<file path="config.mk">
export PLATFORM = sky130hd
export DESIGN_NAME = wb_retire_buf
export DESIGN_NICKNAME = d
export VERILOG_FILES = /design/src/rtl/wb_pkg.sv /design/src/rtl/wb_fwd_match.sv /design/src/rtl/wb_retire_buf.sv
export SDC_FILE = /design/constraint.sdc
export NUM_CORES = 1
export LEC_CHECK = 0
export BUFFER_PORTS_ARGS = -buffer_cell sky130_fd_sc_hd__buf_2
export CORE_ASPECT_RATIO = 2
export CORE_MARGIN = 3
export CORE_UTILIZATION = 35
export CTS_BUF_LIST = sky130_fd_sc_hd__clkbuf_4 sky130_fd_sc_hd__clkbuf_8
export DETAILED_ROUTE_END_ITERATION = 7
export GPL_TIMING_DRIVEN = 0
export HOLD_SLACK_MARGIN = 0.1
export PLACE_DENSITY = 0.64
export REMOVE_ABC_BUFFERS = 1
export SYNTH_ARGS = -nofsm -noshare
export SYNTH_HDL_FRONTEND = slang
export SYNTH_SLANG_ARGS = --single-unit
</file>
<file path="constraint.sdc">
create_clock -name clk -period 3.1 [get_ports clk]
set_input_delay 0.155 -clock clk [delete_from_list [all_inputs] [get_ports clk]]
set_output_delay 0.155 -clock clk [all_outputs]
set_load 0.005 [all_outputs]
</file>
<file path="src/rtl/wb_pkg.sv">
// Shared types for the writeback/retire stage: entry layout and bus fields.
// Bus is {exc, be, dest, result, pc}, MSB first.
package wb_pkg;

  localparam int WB_XLEN   = 32;
  localparam int WB_REG_AW = 5;
  localparam int WB_BE_W   = WB_XLEN / 8;

  localparam int PC_LSB   = 0;
  localparam int PC_W     = WB_XLEN;
  localparam int RES_LSB  = PC_LSB + PC_W;
  localparam int RES_W    = WB_XLEN;
  localparam int DEST_LSB = RES_LSB + RES_W;
  localparam int DEST_W   = WB_REG_AW;
  localparam int BE_LSB   = DEST_LSB + DEST_W;
  localparam int BE_W_F   = WB_BE_W;
  localparam int EXC_BIT  = BE_LSB + BE_W_F;

  function automatic int bus_w(input int xlen, input int reg_aw);
    return 1 + xlen / 8 + reg_aw + 2 * xlen;
  endfunction

  localparam int WB_BUS_W = bus_w(WB_XLEN, WB_REG_AW);

  typedef struct packed {
    logic                 exc;
    logic [WB_BE_W-1:0]   be;
    logic [WB_REG_AW-1:0] dest;
    logic [WB_XLEN-1:0]   result;
    logic [WB_XLEN-1:0]   pc;
  } wb_entry_t;

endpackage

</file>
<file path="src/rtl/wb_fwd_match.sv">
// Youngest-match forwarding lookup over the retire buffer.
// Ports: ents/head/count/vld (buffer view), q_addr in; hit/stall/data out.
module wb_fwd_match
  import wb_pkg::*;
#(
  parameter int DEPTH = 2,
  localparam int PW = $clog2(DEPTH),
  localparam int CW = PW + 1
)(
  input  wb_entry_t            ents [DEPTH],
  input  logic [DEPTH-1:0]     vld,
  input  logic [PW-1:0]        head,
  input  logic [CW-1:0]        count,
  input  logic [WB_REG_AW-1:0] q_addr,
  output logic                 hit,
  output logic                 stall,
  output logic [WB_XLEN-1:0]   data
);

  logic                 found;
  logic [WB_BE_W-1:0]   fbe;
  logic [WB_XLEN-1:0]   fdata;
  logic [PW-1:0]        idx;

  // Walk oldest to youngest; the last match seen is the youngest.
  always_comb begin
    found = 1'b0;
    fbe   = '0;
    fdata = '0;
    idx   = '0;
    for (int i = 0; i < DEPTH; i++) begin
      idx = head + PW'(i);
      if ((CW'(i) < count) && vld[idx]
          && !ents[idx].exc && (|ents[idx].be)
          && (q_addr != '0)
          && (ents[idx].dest == q_addr)) begin
        found = 1'b1;
        fbe   = ents[idx].be;
        fdata = ents[idx].result;
      end
    end
  end

  assign hit   = found & (&fbe);
  assign stall = found & ~(&fbe);
  assign data  = hit ? fdata : '0;

endmodule

</file>
<file path="src/rtl/wb_retire_buf.sv">
// In-order retire FIFO: byte-enable regfile writes, exception flush, fwd.
// Optional trace ports enabled by WB_TRACE_EN (tied to 0 otherwise).
module wb_retire_buf
  import wb_pkg::*;
#(
  parameter int XLEN   = WB_XLEN,
  parameter int REG_AW = WB_REG_AW,
  parameter int DEPTH  = 2,
  localparam int BE_W  = XLEN / 8,
  localparam int PW    = $clog2(DEPTH),
  localparam int CW    = PW + 1
)(
  input  logic                          clk,
  input  logic                          resetn,
  input  logic                          mem_to_wb_valid,
  input  logic [bus_w(XLEN,REG_AW)-1:0] mem_to_wb_bus,
  output logic                          wb_allowin,
  input  logic                          rf_stall,
  output logic [BE_W-1:0]               rf_we,
  output logic [REG_AW-1:0]             rf_waddr,
  output logic [XLEN-1:0]               rf_wdata,
  output logic                          flush,
  output logic [XLEN-1:0]               flush_pc,
  input  logic [REG_AW-1:0]             q_addr0,
  input  logic [REG_AW-1:0]             q_addr1,
  output logic                          q_hit0,
  output logic                          q_hit1,
  output logic [XLEN-1:0]               q_data0,
  output logic [XLEN-1:0]               q_data1,
  output logic                          q_stall0,
  output logic                          q_stall1,
  output logic [XLEN-1:0]               debug_wb_pc,
  output logic [XLEN-1:0]               debug_wb_rf_wdata,
  output logic [BE_W-1:0]               debug_wb_rf_we,
  output logic [REG_AW-1:0]             debug_wb_rf_wnum
);

  wb_entry_t        ents [DEPTH];
  wb_entry_t        in_e;
  wb_entry_t        hd;
  logic [PW-1:0]    head;
  logic [PW-1:0]    tail;
  logic [CW-1:0]    count;
  logic [DEPTH-1:0] vld;
  logic             push;
  logic             pop;
  logic             exc_pop;

  always_comb begin
    in_e        = '0;
    in_e.exc    = mem_to_wb_bus[EXC_BIT];
    in_e.be     = mem_to_wb_bus[BE_LSB +: BE_W_F];
    in_e.dest   = mem_to_wb_bus[DEST_LSB +: DEST_W];
    in_e.result = mem_to_wb_bus[RES_LSB +: RES_W];
    in_e.pc     = mem_to_wb_bus[PC_LSB +: PC_W];
  end

  assign hd      = ents[head];
  assign pop     = (count != '0) & ~rf_stall;
  assign exc_pop = pop & hd.exc;

  // A full buffer still accepts when the head leaves this cycle.
  assign wb_allowin = (count < CW'(DEPTH)) | pop;
  assign push       = mem_to_wb_valid & wb_allowin;

  assign rf_we    = (pop & ~hd.exc) ? hd.be : '0;
  assign rf_waddr = hd.dest;
  assign rf_wdata = hd.result;
  assign flush    = exc_pop;
  assign flush_pc = exc_pop ? hd.pc : '0;

  // Slot j is live when its age offset from head is below count.
  always_comb begin
    vld = '0;
    for (int j = 0; j < DEPTH; j++) begin
      vld[j] = CW'(PW'(j) - head) < count;
    end
  end

  always_ff @(posedge clk or negedge resetn) begin
    if (!resetn) begin
      head  <= '0;
      tail  <= '0;
      count <= '0;
      for (int j = 0; j < DEPTH; j++) begin
        ents[j] <= '0;
      end
    end else if (exc_pop) begin
      // Exception retire drops everything, including a same-cycle push.
      head  <= '0;
      tail  <= '0;
      count <= '0;
    end else begin
      if (push) begin
        ents[tail] <= in_e;
        tail       <= tail + 1'b1;
      end
      if (pop) begin
        head <= head + 1'b1;
      end
      count <= count + CW'(push) - CW'(pop);
    end
  end

  wb_fwd_match #(.DEPTH(DEPTH)) u_fwd0 (
    .ents   (ents),
    .vld    (vld),
    .head   (head),
    .count  (count),
    .q_addr (q_addr0),
    .hit    (q_hit0),
    .stall  (q_stall0),
    .data   (q_data0)
  );

  wb_fwd_match #(.DEPTH(DEPTH)) u_fwd1 (
    .ents   (ents),
    .vld    (vld),
    .head   (head),
    .count  (count),
    .q_addr (q_addr1),
    .hit    (q_hit1),
    .stall  (q_stall1),
    .data   (q_data1)
  );

`ifdef WB_TRACE_EN
  assign debug_wb_rf_we    = rf_we;
  assign debug_wb_rf_wnum  = (|rf_we) ? hd.dest : '0;
  assign debug_wb_rf_wdata = (|rf_we) ? hd.result : '0;
  assign debug_wb_pc       = (|rf_we) ? hd.pc : '0;
`else
  assign debug_wb_rf_we    = '0;
  assign debug_wb_rf_wnum  = '0;
  assign debug_wb_rf_wdata = '0;
  assign debug_wb_pc       = '0;
`endif

endmodule

</file>
==> flow_summary.ini <==
[timing]
post-route-period-util_pct = 108
period_needed_ps = 3360
timing.slew.headroom_pct = 32.0
setup_ws_ps = -263
worst_clock_skew_ps = 8.99
hold_violations = 0
worst_pin_slew_ps = 1010
timing.fmax_ghz = 0.297
grt_setup_unrepaired = yes
drv_slew = 0
setup_viol = 65

[worst_setup_path]
rr_startpoint = head
cp_max_fo = 20
r2r_end = ents[139]
r2r_cells = 10
crit_arrival_ps = 3210
slowest_stage = dfrtp_4
critPathCaptureType = primary output
critPathBufInv = 6
crit_family = buffers and inverters
cp.required_ps = 2940
critPathLaunchType = flop
cp_num_cells = 13
critPathMostFrequentCell = buf_12
slowest_delay_ps = 540
path_class = flop to primary output
crit_chain = buf_12, inv_16, ha_4, nor2b_4, o32ai_4, and3b_4, buf_12, a21boi_4, buf_6, buf_16, nand3_1, a22oi_2, buf_2
r2r_slack_ps = 210

[final_layout]
area_growth_pct = 45.8
fin_cells = 1720
layout.nets = 1440
drive_above_1_share_pct = 52.9
fin_util_pct = 51.9
nFillCells = 2442

[power]
power_density_nw_per_um2 = 926
power_leakage_nw = 6.18
peakVddDrop_mv = 0.543

[clock_network]
cts_root_buf = clkbuf_8
clock_sinks = 152
insertion_delay_ps = 490
cts.path.max_buffers = 2
cts_tree = yes
path_clk_slew_ps = 90
cts_htree_levels = 4
cts-buffers-inserted = 17

[place]
gp_congestion = 0.809
post-dp-hpwl_um = 21200
place_inst = 1518
portBuffers = 230

[floorplan]
fp.coreArea_um2 = 28300
fp.dieH_um = 246
initial_core_util_pct = 35.6
die_area_um2 = 31000
die_w_um = 126
rows = 87
io_pins = 304

[synth]
yosysMostFrequentCell = mux2_2
syn_area_um2 = 10100
synthXorXnorAreaFrac_pct = 2.00
synth_cell_type_count = 43
synth_ff_type = dfrtp_1
synth_compound_area_share_pct = 12.0
yosys.area.top_type = dfrtp_1
synth-edff-count = 0
synth.area.top_cells = dfrtp_1, mux2_2, buf_4, a21oi_1, nand4_1
synth_common_cells = mux2_2, dfrtp_1, a21oi_1, buf_4, nand4_1
synth_adder_area_share_pct = 0.496
ys_warn_count = 0
synth-seq-area-share_pct = 37.7
postSynthCellCount = 996
synthSimpleGateAreaFrac_pct = 11.5
synth_top_family_by_area = multiplexers
synth_top_area_share_pct = 37.7
ys_ff_latch = 152
async_flop_share_pct = 100
syn_area_per_cell_um2 = 10.1
synthMuxAreaShare_pct = 25.4

[route]
drtIter0Drc = 413
firstDrtPassIters = 6
ant_nets = 0
vias_per_cell = 5.72
wl_um = 39400
drc = 0
vias = 9842
routedWlPerCell_um = 22.9

[global_routing]
grt_pass1_vias = 10103
grt_max_degree = 97
grt_pass1_wl_um = 58400
antenna_found_initial = 2
grt_util_all_layers_pct = 24.6
overflow = 0

[hold_path]
holdCritPathClass = input pin to async pin

[job]
cap_violations = 0

[outcome]
run_status = finished, violations left
violations = setup timing
## cell usage in the layout, fill, tap and decap left out, types with 4 or more instances in the layout
cell type      netlist  final
mux2i_4              3      9
buf_16               0     10
buf_6                9     21
a21oi_1            103     62
mux2i_1             42     37
a32oi_2              0      6
dfrtp_1            152    151
a21oi_2             10     39
and3_4               0      5
clkbuf_8             0     18
inv_6                0      5
conb_1               1     73
a32oi_1             12      6
nor2_1              48     45
nand3_1             65     37
xor2_1               7      6
inv_1                9      9
buf_2               26    225
nand3_2              0     22
a22oi_2              8     34
dlygate4sd3_1        0     77
xnor2_1             16     16
buf_12               0     17
a21oi_4              0     12
nand4_1             68     68
bufbuf_16            0      5
buf_8                0     19
mux2_2             180    180
nand3_4              0      6
nand2_1             25     23
a22oi_1             42     16
clkinv_4             0      4
buf_4               90     41
## per-layer routing
layer / vias to the layer above / global-route usage [%] / wire length [um]
li1: 4245 / - / -
met4: 0 / 15.8 / 2960
met2: 566 / 45.1 / 20600
met5: - / 0 / 0
met1: 4835 / 24.8 / 13200
met3: 196 / 5.47 / 2630
## worst reg2reg max path: cells and delay by family (launching register included)
kind	cells	cell delay, ps
buffers and inverters	6	1090
AND/OR/NAND/NOR	2	420
multiplexers	2	770
flip-flops	1	490
## power by group
part           internal, mW  switching [mW]
logic                  4.04            3.79
clock network         0.674           0.862
registers              3.01            1.22
total                  7.73            5.88
## registers in the layout, summed over array words and instances, names as in the netlist
| name | flops |
|---|---|
| head | 1 |
| ents | 148 |
| tail | 1 |
| count | 2 |
## cell type report
cell class                 instances  area [um^2]  area share [%]
timing repair buffer             417         3550            24.2
antenna                            3         7.51          0.0511
inverter                          10         53.8           0.366
multi-input combinational        748         6420            43.7
clock buffer                      18          248            1.69
tap                              356          445            3.03
sequential                       152         3810            25.9
clock inverter                    14          139           0.945
timing repair inverter             2         17.5           0.119
## timing repair
action / 4_1_cts / 5_1_grt
gates cloned: 22 / 2
gates resized for setup: 135 / 86
hold buffers: 77 / 0
hold endpoints to repair: 206 / 0
pin swaps: 58 / 87
buffers inserted: 63 / 11
endpoints found under the setup margin: 216 / 81
## logic make-up (layout without fill, tap and decap cells)
family          Yosys count  after routing
compound gates          188            189
xor+xnor                 23             23
fa+ha+maj                 4              4
buf+inv                 174            461
flops                   152            152
mux                     228            228
other cells               1             76
simple gates            226            231
## stage by stage
step / power (mW) / worst slack (ps) / hold WS, ps / cell area (um^2) / setup TNS, ps
after floorplan: 8.00 / -7600 / -141 / 9300 / -1460650
after global placement: 9.16 / -14200 / 401 / 10900 / -2844640
after detailed placement: 10.1 / -2070 / 181 / 11400 / -181600
after CTS: 13.3 / -330 / 181 / 14300 / -17380
after global routing: 14.4 / -397 / 264 / 14700 / -20480
final: 13.6 / -263 / 255 / 14700 / -12100
## how the worst max path moves through the flow
stage / from / to / slack, ps
after floorplan: head / ents[100] / -7600
after global placement: head / ents[89] / -14200
after detailed placement: head / q_data0[17] / -2070
after CTS: head / q_data0[0] / -330
after global routing: head / q_data0[6] / -400
final: head / q_data0[2] / -260
Power figures use the tool's default switching activity.
